==> config.mk <==
export PLATFORM = sky130hd
export DESIGN_NAME = bcd_to_bin_seq
export DESIGN_NICKNAME = d
export VERILOG_FILES = /design/src/rtl/bcd_to_bin_seq.sv
export SDC_FILE = /design/constraint.sdc
export NUM_CORES = 1
export LEC_CHECK = 0
export ABC_AREA = 0
export CORE_MARGIN = 5
export CORE_UTILIZATION = 41
export DETAILED_ROUTE_END_ITERATION = 8
export PLACE_DENSITY_LB_ADDON = 0.3
export RECOVER_POWER = 50
export SETUP_SLACK_MARGIN = 0.1
export SYNTH_ARGS = -nofsm -noshare
export SYNTH_HDL_FRONTEND = slang
export SYNTH_SLANG_ARGS = --single-unit
==> constraint.sdc <==
create_clock -name clk -period 2.7 [get_ports clk]
set_input_delay 0.54 -clock clk [delete_from_list [all_inputs] [get_ports clk]]
set_output_delay 0.54 -clock clk [all_outputs]
set_load 0.02 [all_outputs]
==> src/rtl/bcd_to_bin_seq.sv <==
// bcd_to_bin_seq: sequential packed-BCD to binary converter.
// Captures a DIGITS-digit BCD word on start and folds one digit per clock,
// most-significant digit first, into acc = acc*10 + digit.
// Optional feature macro: BCD2BIN_DIGIT_CHECK_EN. When defined, digits above 9
// raise err and force bin_out to 0. When undefined, err is tied low and
// digits 10..15 are accumulated as raw values.
module bcd_to_bin_seq #(
  parameter int DIGITS = 4,
  parameter int BIN_W  = 14
) (
  input  logic                  clk,
  input  logic                  rst,
  input  logic                  start,
  input  logic [4*DIGITS-1:0]   bcd_in,
  output logic                  busy,
  output logic                  done,
  output logic [BIN_W-1:0]      bin_out,
  output logic                  err
);

  // The index only has to count 0..DIGITS-1. Keep it at least one bit wide.
  localparam int IDX_W = (DIGITS > 1) ? $clog2(DIGITS) : 1;
  localparam logic [IDX_W-1:0] LAST_IDX = IDX_W'(DIGITS - 1);

  typedef enum logic [1:0] {
    IDLE = 2'd0,
    CONV = 2'd1,
    DONE = 2'd2
  } state_t;

  state_t                 state_reg;
  logic [4*DIGITS-1:0]    shift_reg;
  logic [BIN_W-1:0]       acc_reg;
  logic [IDX_W-1:0]       idx_reg;
  logic [3:0]             digit;
  logic [BIN_W-1:0]       acc_next;

  // The current most-significant digit sits at the top of the shift register.
  assign digit = shift_reg[4*DIGITS-1 -: 4];

  // Multiply by ten as (acc<<3)+(acc<<1). The sum wraps modulo 2^BIN_W.
  assign acc_next = (acc_reg << 3) + (acc_reg << 1) + BIN_W'(digit);

`ifdef BCD2BIN_DIGIT_CHECK_EN
  logic digit_bad;
  logic err_latch_reg;

  assign digit_bad = (digit > 4'd9);
`else
  assign err = 1'b0;
`endif

  // Conversion FSM with registered outputs. Reset wins over everything.
  always_ff @(posedge clk) begin
    if (rst) begin
      state_reg <= IDLE;
      shift_reg <= '0;
      acc_reg   <= '0;
      idx_reg   <= '0;
      busy      <= 1'b0;
      done      <= 1'b0;
      bin_out   <= '0;
`ifdef BCD2BIN_DIGIT_CHECK_EN
      err           <= 1'b0;
      err_latch_reg <= 1'b0;
`endif
    end else begin
      case (state_reg)
        IDLE: begin
          done <= 1'b0;
          if (start) begin
            shift_reg <= bcd_in;
            acc_reg   <= '0;
            idx_reg   <= '0;
            busy      <= 1'b1;
            state_reg <= CONV;
`ifdef BCD2BIN_DIGIT_CHECK_EN
            err_latch_reg <= 1'b0;
`endif
          end
        end

        CONV: begin
          acc_reg   <= acc_next;
          shift_reg <= shift_reg << 4;
          idx_reg   <= idx_reg + 1'b1;
`ifdef BCD2BIN_DIGIT_CHECK_EN
          err_latch_reg <= err_latch_reg | digit_bad;
`endif
          if (idx_reg == LAST_IDX) begin
            // This is the last digit. Publish the result on the same edge.
            idx_reg   <= '0;
            busy      <= 1'b0;
            done      <= 1'b1;
            state_reg <= DONE;
`ifdef BCD2BIN_DIGIT_CHECK_EN
            if (err_latch_reg | digit_bad) begin
              bin_out <= '0;
              err     <= 1'b1;
            end else begin
              bin_out <= acc_next;
              err     <= 1'b0;
            end
`else
            bin_out <= acc_next;
`endif
          end
        end

        DONE: begin
          // The done pulse lasts exactly one cycle. A start seen here is dropped.
          done      <= 1'b0;
          state_reg <= IDLE;
        end

        default: begin
          busy      <= 1'b0;
          done      <= 1'b0;
          state_reg <= IDLE;
        end
      endcase
    end
  end

endmodule

==> results of run 1 <==
==> through the flow <==
step / std cells / util [%]
after global placement: 407 / 47.54
after CTS: 417 / 50.01
after floorplan: 313 / -
final: 418 / 50.15
after detailed placement: 407 / 47.54
after global routing: 418 / 50.15
==> routing by layer <==
layer | global-route usage (%) | vias up
met5 | 0 | -
met4 | 3.654 | 0
met3 | 2.555 | 6
met2 | 24.53 | 59
met1 | 21.07 | 1099
li1 | - | 1176
==> timing repair <==
action                     4_1_cts  5_1_grt
hold buffers                     0        0
setup endpoints to repair        2        8
setup buffers                    2        1
resized for setup                1        5
pin swaps                        4        5
==> cells in the mapped netlist (all sizes together), types with 2 or more instances <==
cell type	count
nand4	6
fa	2
or4	2
a31o	2
a31oi	4
nor3	9
a211oi	2
nand3	7
a32oi	2
a22oi	13
a21oi	20
a311oi	12
nand2b	2
nor2	36
a32o	2
nand2	51
a21o	5
inv	7
dfxtp	49
clkbuf	13
buf	9
or3	3
ha	23
xor2	3
o21ai	8
xnor2	5
==> logic make-up (layout without fill, tap and decap cells) <==
group                    count (synthesis)  in the layout  share of synthesized area [%]
buffers and inverters                   30             58                          4.758
other                                    1              1                         0.1440
XOR/XNOR                                 8              8                          2.691
multiplexers                             1              1                         0.3844
flip-flops                              49             49                          37.67
adder cells (fa/ha/maj)                 25             25                          12.59
AO/OA/AOI/OAI                           74             74                          20.33
AND/OR/NAND/NOR                        125            125                          21.43
==> final cells by class <==
| type | instances | area [um2] |
|---|---|---|
| inverter | 8 | 30.03 |
| multi-input combinational | 234 | 1501 |
| tap | 77 | 96.34 |
| sequential | 49 | 984.7 |
| fill | 637 | 3129 |
| timing repair buffer | 42 | 397.9 |
| clock inverter | 3 | 68.82 |
| clock buffer | 5 | 68.82 |
==> critical path: cells and delay by family (launching register included) <==
kind / cells / cell delay (ns)
buffers and inverters: 2 / 0.10
flip-flops: 1 / 0.34
AO/OA/AOI/OAI: 4 / 0.89
adder cells (fa/ha/maj): 2 / 0.88
XOR/XNOR: 1 / 0.15
==> where the power goes <==
group	total [W]	switching, W	internal [W]	leakage (nW)
sequential	0.000768	0.0000170	0.000751	0.401
clock	0.000631	0.000258	0.000373	0.0687
combinational	0.000182	0.000105	0.0000764	0.852
total	0.00158	0.000381	0.00120	1.32
==> path summary, 6_finish.rpt <==
| check | start | end | slack, ns | depth (start not counted) |
|---|---|---|---|---|
| hold reg to reg | bin_out[7] | bin_out[7] | 0.45 | 2 |
| setup reg to reg | shift_reg[15] | acc_reg[12] | 0.24 | 9 |
| hold / removal | bin_out[7] | bin_out[7] | 0.45 | 2 |
| setup / recovery | shift_reg[15] | acc_reg[12] | 0.24 | 9 |
==> out/qor.yml, run 1 <==
clocking:
  cts_max_level: 2
  worstSkewPairLatency_ns: 0.31
  cts_buffer_depth: 2
  tritoncts: "done"
  numCtsBuffers: 5
  cts_sinks: 49
  path_clk_slew_ns: 0.10
  cts_root_buf: "clkbuf_8"
yosys:
  synth_edf_count: 0
  yosysSeqAreaShare_pct: 37.67
  avgSynthCellArea_um2: 8.319
  syn_inst: 313
  synthArstFlopShare_pct: 0
  netlist-cell-type-count: 46
  synthesis.area_um2: 2604
  synth_warnings: 0
  synth_flop_cell: "dfxtp_1"
  synth_top_area_share_pct: 37.67
  synth_top_area_cell: "dfxtp_1"
  syn_nets: 357
  synthTopCellsByArea: "dfxtp_1, ha_1, nand2_1"
  synth_seq_cells: 49
critical_path:
  required_ns: 2.90
  crit_type: "reg2reg"
  cpPeakStageDelay_ns: 0.54
  start_kind: "register"
  cp_cell_sequence: "inv_1 > fa_1 > inv_2 > fa_2 > a21o_1 > a221oi_4 > o21bai_1 > xor2_1 > a32o_1"
  critPathArrivalTime_ns: 2.67
  cp_max_fo: 4
  cp_slowest_cell: "fa_1"
  worstSetupEndpointType: "register"
power_and_ir_drop:
  power_density_nw_per_um2: 502.4
  finalPower_w: 0.001581
  p_leak_nw: 1.322
  ir_drop_v: 0.0003433
timing:
  drv_slew: 0
  holdWs_ns: 0.4545
  setup_slack_ns: 0.2382
  fin_skew_ns: 0.008750
  worstMarginPinSlew_ns: 0.9857
  fin_crit_sh_pct: 91.18
  finalSetupTns_ns: 0
  finalHoldViolations: 0
  setup_viol: 0
  rsz0062_at_grt: "false"
  max_freq_mhz: 406.2
  relSlewSlack_pct: 34.29
  final.min_clock_period_ns: 2.462
floorplanning:
  fp.coreArea_um2: 6277
  die_area_um2: 8044
  fp.dieW_um: 89.69
  fp-row-count: 29
  io_pins: 36
  start_util_pct: 41.48
  die_y_um: 89.69
global_route:
  grt_pass1_vias: 2119
  grt_antenna_before_repair: 0
  grt_use_total_pct: 15.16
  overflow: 0
  grt_max_degree: 51
  grt_pass1_wl_um: 9784
detailed_routing:
  met2_length_um: 2619
  first_pass_iters: 4
  wl_per_cell_um: 13.90
  vias_per_cell: 5.598
  top_layer: "met4"
  wl_um: 5812
  drc: 0
  route.met3.wl_um: 320
  antenna_left: 0
  drt_iter0_drc: 189
  num_vias: 2340
  wl_met1_um: 2814
placed_design:
  place_area_um2: 2984
  port_buffers: 34
  hpwl_um: 4005
  dpl_worst_slack_ns: 0.06845
  gp_congestion: 0.8509
final_layout:
  design_area_um2: 3148
  diodes: 0
  largest_reg_flops: 16
  fin_nets: 384
  drive_gt1_share_pct: 7.918
  area_delta_synth_final_pct: 20.90
  final_common_cell: "nand2_1"
  final_cell_mix: "nand2_1, dfxtp_1, nor2_1"
worst_hold_path:
  hp-class: "reg2reg"
status:
  status: "completed"
job:
  cap_violations: 0
Note: power is estimated with default switching activity, not from simulation.
==> run 2, diff against run 1 <==
--- a/config.mk
+++ b/config.mk
@@ -5,9 +5,9 @@
 export SDC_FILE = /design/constraint.sdc
 export NUM_CORES = 1
 export LEC_CHECK = 0
-export ABC_AREA = 0
 export CORE_MARGIN = 5
 export CORE_UTILIZATION = 41
+export CTS_CLUSTER_SIZE = 25
 export DETAILED_ROUTE_END_ITERATION = 8
 export PLACE_DENSITY_LB_ADDON = 0.3
 export RECOVER_POWER = 50
==> results of run 2 <==
No change in the layout: final DEF, timing and power equal those of run 1.
==> run 3, diff against run 2 <==
--- a/config.mk
+++ b/config.mk
@@ -5,11 +5,12 @@
 export SDC_FILE = /design/constraint.sdc
 export NUM_CORES = 1
 export LEC_CHECK = 0
+export ABC_CLOCK_PERIOD_IN_PS = 2700
 export CORE_MARGIN = 5
 export CORE_UTILIZATION = 41
 export CTS_CLUSTER_SIZE = 25
 export DETAILED_ROUTE_END_ITERATION = 8
-export PLACE_DENSITY_LB_ADDON = 0.3
+export PLACE_DENSITY = 0.64
 export RECOVER_POWER = 50
 export SETUP_SLACK_MARGIN = 0.1
 export SYNTH_ARGS = -nofsm -noshare
==> run 3 against run 2 <==
Effect of this change:
- final cell count grew 0.48%
- critical path depth unchanged
- first-iteration DRC count decreased by 40%
- largest cell class unchanged
- critical endpoint unchanged
- non-clock buffer count grew 2
==> out/qor.yml, run 3 (synthesized netlist as in run 1, its figures left out) <==
status:
  status: "completed"
critical_path:
  required_ns: 2.90  # about the same
  critPathBufInv: 2  # unchanged
  critPathArrivalTime_ns: 2.67  # about the same
  start_kind: "register"
  r2r_setup_slack_ns: 0.24  # about the same
  critical_path.top_delay_family: "compound AO/OA/AOI/OAI gates"
  r2r-start: "shift_reg[15]"
  cp_slowest_cell: "fa_1"
  r2r.worst_path.cells: 9  # unchanged
  crit_type: "reg2reg"
  cp_max_fo: 4  # unchanged
  cp_cell_sequence: "inv_1 > fa_1 > inv_2 > fa_2 > a21o_1 > a221oi_4 > o21bai_1 > xor2_1 > a32o_1"
  r2r_end: "acc_reg[12]"
  worstSetupEndpointType: "register"
  cpPeakStageDelay_ns: 0.54  # about the same
placed_design:
  place_area_um2: 2992  # +0.25%
  dpl_worst_slack_ns: 0.04230  # -0.02614 ns
  gp_congestion: 0.8700  # +2.2%
  port_buffers: 34  # unchanged
  hpwl_um: 4057  # +1.3%
global_route:
  grt_max_degree: 51  # unchanged
  grt_pass1_wl_um: 10100  # +3.2%
  grt_antenna_before_repair: 0  # unchanged
  overflow: 0  # unchanged
  grt_use_total_pct: 15.90  # +0.74 points
  grt_pass1_vias: 2198  # +3.7%
timing:
  drv_slew: 0  # unchanged
  fin_skew_ns: 0.004184  # -0.004566 ns
  setup_slack_ns: 0.2378  # -0.0003820 ns
  finalHoldViolations: 0  # unchanged
  relSlewSlack_pct: 31.98  # -2.3 points
  fin_crit_sh_pct: 91.19  # about the same
  setup_viol: 0  # unchanged
  finalSetupTns_ns: 0  # unchanged
  rsz0062_at_grt: "false"
  final.min_clock_period_ns: 2.462  # +0.0003820 ns
  worstMarginPinSlew_ns: 1.020  # +0.03466 ns
  max_freq_mhz: 406.1  # about the same
final_layout:
  final_common_cell: "nand2_1"
  diodes: 0  # unchanged
  fin_util_pct: 49.57  # -0.58 points
  area_delta_synth_final_pct: 19.51
  nFillCells: 621  # -2.5%
  largest_reg_flops: 16  # unchanged
  final_cell_mix: "nand2_1, dfxtp_1, nor2_1"
  drive_gt1_share_pct: 7.872  # -0.046 points
  fin_nets: 386  # +0.52%
  design_area_um2: 3112  # -1.2%
power_and_ir_drop:
  ir_drop_v: 0.0002009  # -41%
  power_density_nw_per_um2: 446.0  # -11%
  p_leak_nw: 1.308  # -1.0%
  finalPower_w: 0.001388  # -12%
detailed_routing:
  drt_iter0_drc: 113  # -40%
  top_layer: "met4"
  antenna_left: 0  # unchanged
  wl_met1_um: 2836  # +0.78%
  route.met3.wl_um: 291  # -9.1%
  wl_um: 5765  # -0.81%
  num_vias: 2336  # -0.17%
  drc: 0  # unchanged
  first_pass_iters: 6  # +2
  vias_per_cell: 5.562  # -0.65%
  wl_per_cell_um: 13.73  # -1.3%
  met2_length_um: 2540  # -3.0%
clocking:
  cts_max_level: 2  # unchanged
  path_clk_slew_ns: 0.09  # about the same
  tritoncts: "done"
  cts_root_buf: "clkbuf_8"
  numCtsBuffers: 5  # unchanged
  cts_buffer_depth: 2  # unchanged
  hold_buffers: 0  # unchanged
  cts_sinks: 49  # unchanged
  worstSkewPairLatency_ns: 0.30  # about the same
floorplanning:
  fp-row-count: 29  # unchanged
  fp.dieW_um: 89.69  # unchanged
  start_util_pct: 41.48  # unchanged
  die_area_um2: 8044  # unchanged
  die_y_um: 89.69  # unchanged
  io_pins: 36  # unchanged
  fp.coreArea_um2: 6277  # unchanged
worst_hold_path:
  hp-class: "reg2reg"
  worstHoldEndpoint: "bin_out[1]"
  hold_depth: 2  # unchanged
  hold_start: "bin_out[1]"
job:
  cap_violations: 0  # unchanged
-- run 3: cell types whose count changed in the layout (fill, tap and decap cells not counted), sizes merged --
cell    before  now
buf          7    9
bufinv       2    0
clkbuf       6    7
clkinv       1    2
-- run 3: layer usage --
| metal | global-route usage, % | up-vias |
|---|---|---|
| li1 | - | 1173 |
| met5 | 0 | - |
| met4 | 4.736 | 0 |
| met2 | 25.93 | 52 |
| met3 | 3.558 | 11 |
| met1 | 21.01 | 1100 |
-- run 3: layout make-up --
| cell class | instances | area (um2) | area share [%] |
|---|---|---|---|
| multi-input combinational | 234 | 1501 | 48.25 |
| clock buffer | 6 | 72.57 | 2.332 |
| sequential | 49 | 984.7 | 31.64 |
| inverter | 8 | 30.03 | 0.9650 |
| timing repair buffer | 44 | 412.9 | 13.27 |
| tap | 77 | 96.34 | 3.096 |
| clock inverter | 2 | 13.76 | 0.4423 |
-- run 3: worst max path at each step --
stage | start | to | slack, ns | cells after the start
after floorplan | shift_reg[15] | acc_reg[10] | 0.19 | 9
after global placement | shift_reg[15] | acc_reg[12] | 0.11 | 9
after detailed placement | acc_reg[0] | acc_reg[12] | 0.04 | 9
after CTS | shift_reg[15] | acc_reg[12] | 0.11 | 9
after global routing | shift_reg[15] | acc_reg[12] | 0.12 | 9
final | shift_reg[15] | acc_reg[12] | 0.24 | 9
-- run 3: worst register-to-register path, cell delays in order, from the launching register on --
cell and delay, ns:
dfxtp_2 0.34, inv_1 0.05, fa_1 0.54, inv_2 0.05, fa_2 0.34, a21o_1 0.20, a221oi_4 0.30, o21bai_1 0.14
xor2_1 0.15, a32o_1 0.25
-- run 3: power by group --
part           internal, W  total (W)  switching (W)
sequential        0.000751   0.000769      0.0000175
clock             0.000185   0.000440       0.000255
combinational    0.0000756   0.000179       0.000104
total              0.00101    0.00139       0.000376
-- run 3: stage by stage --
stage / std cells / hold WS [ns]
after global placement: 408 / 0.4432
final: 420 / 0.4553
after floorplan: 313 / 0.4457
after global routing: 420 / 0.4826
after CTS: 418 / 0.4620
after detailed placement: 408 / 0.4487
-- run 3: what timing repair did --
| action | 4_1_cts | 5_1_grt |
|---|---|---|
| resized for setup | 1 | 4 |
| endpoints found under the setup margin | 2 | 6 |
| setup buffers | 2 | 2 |
| pin swaps | 4 | 4 |
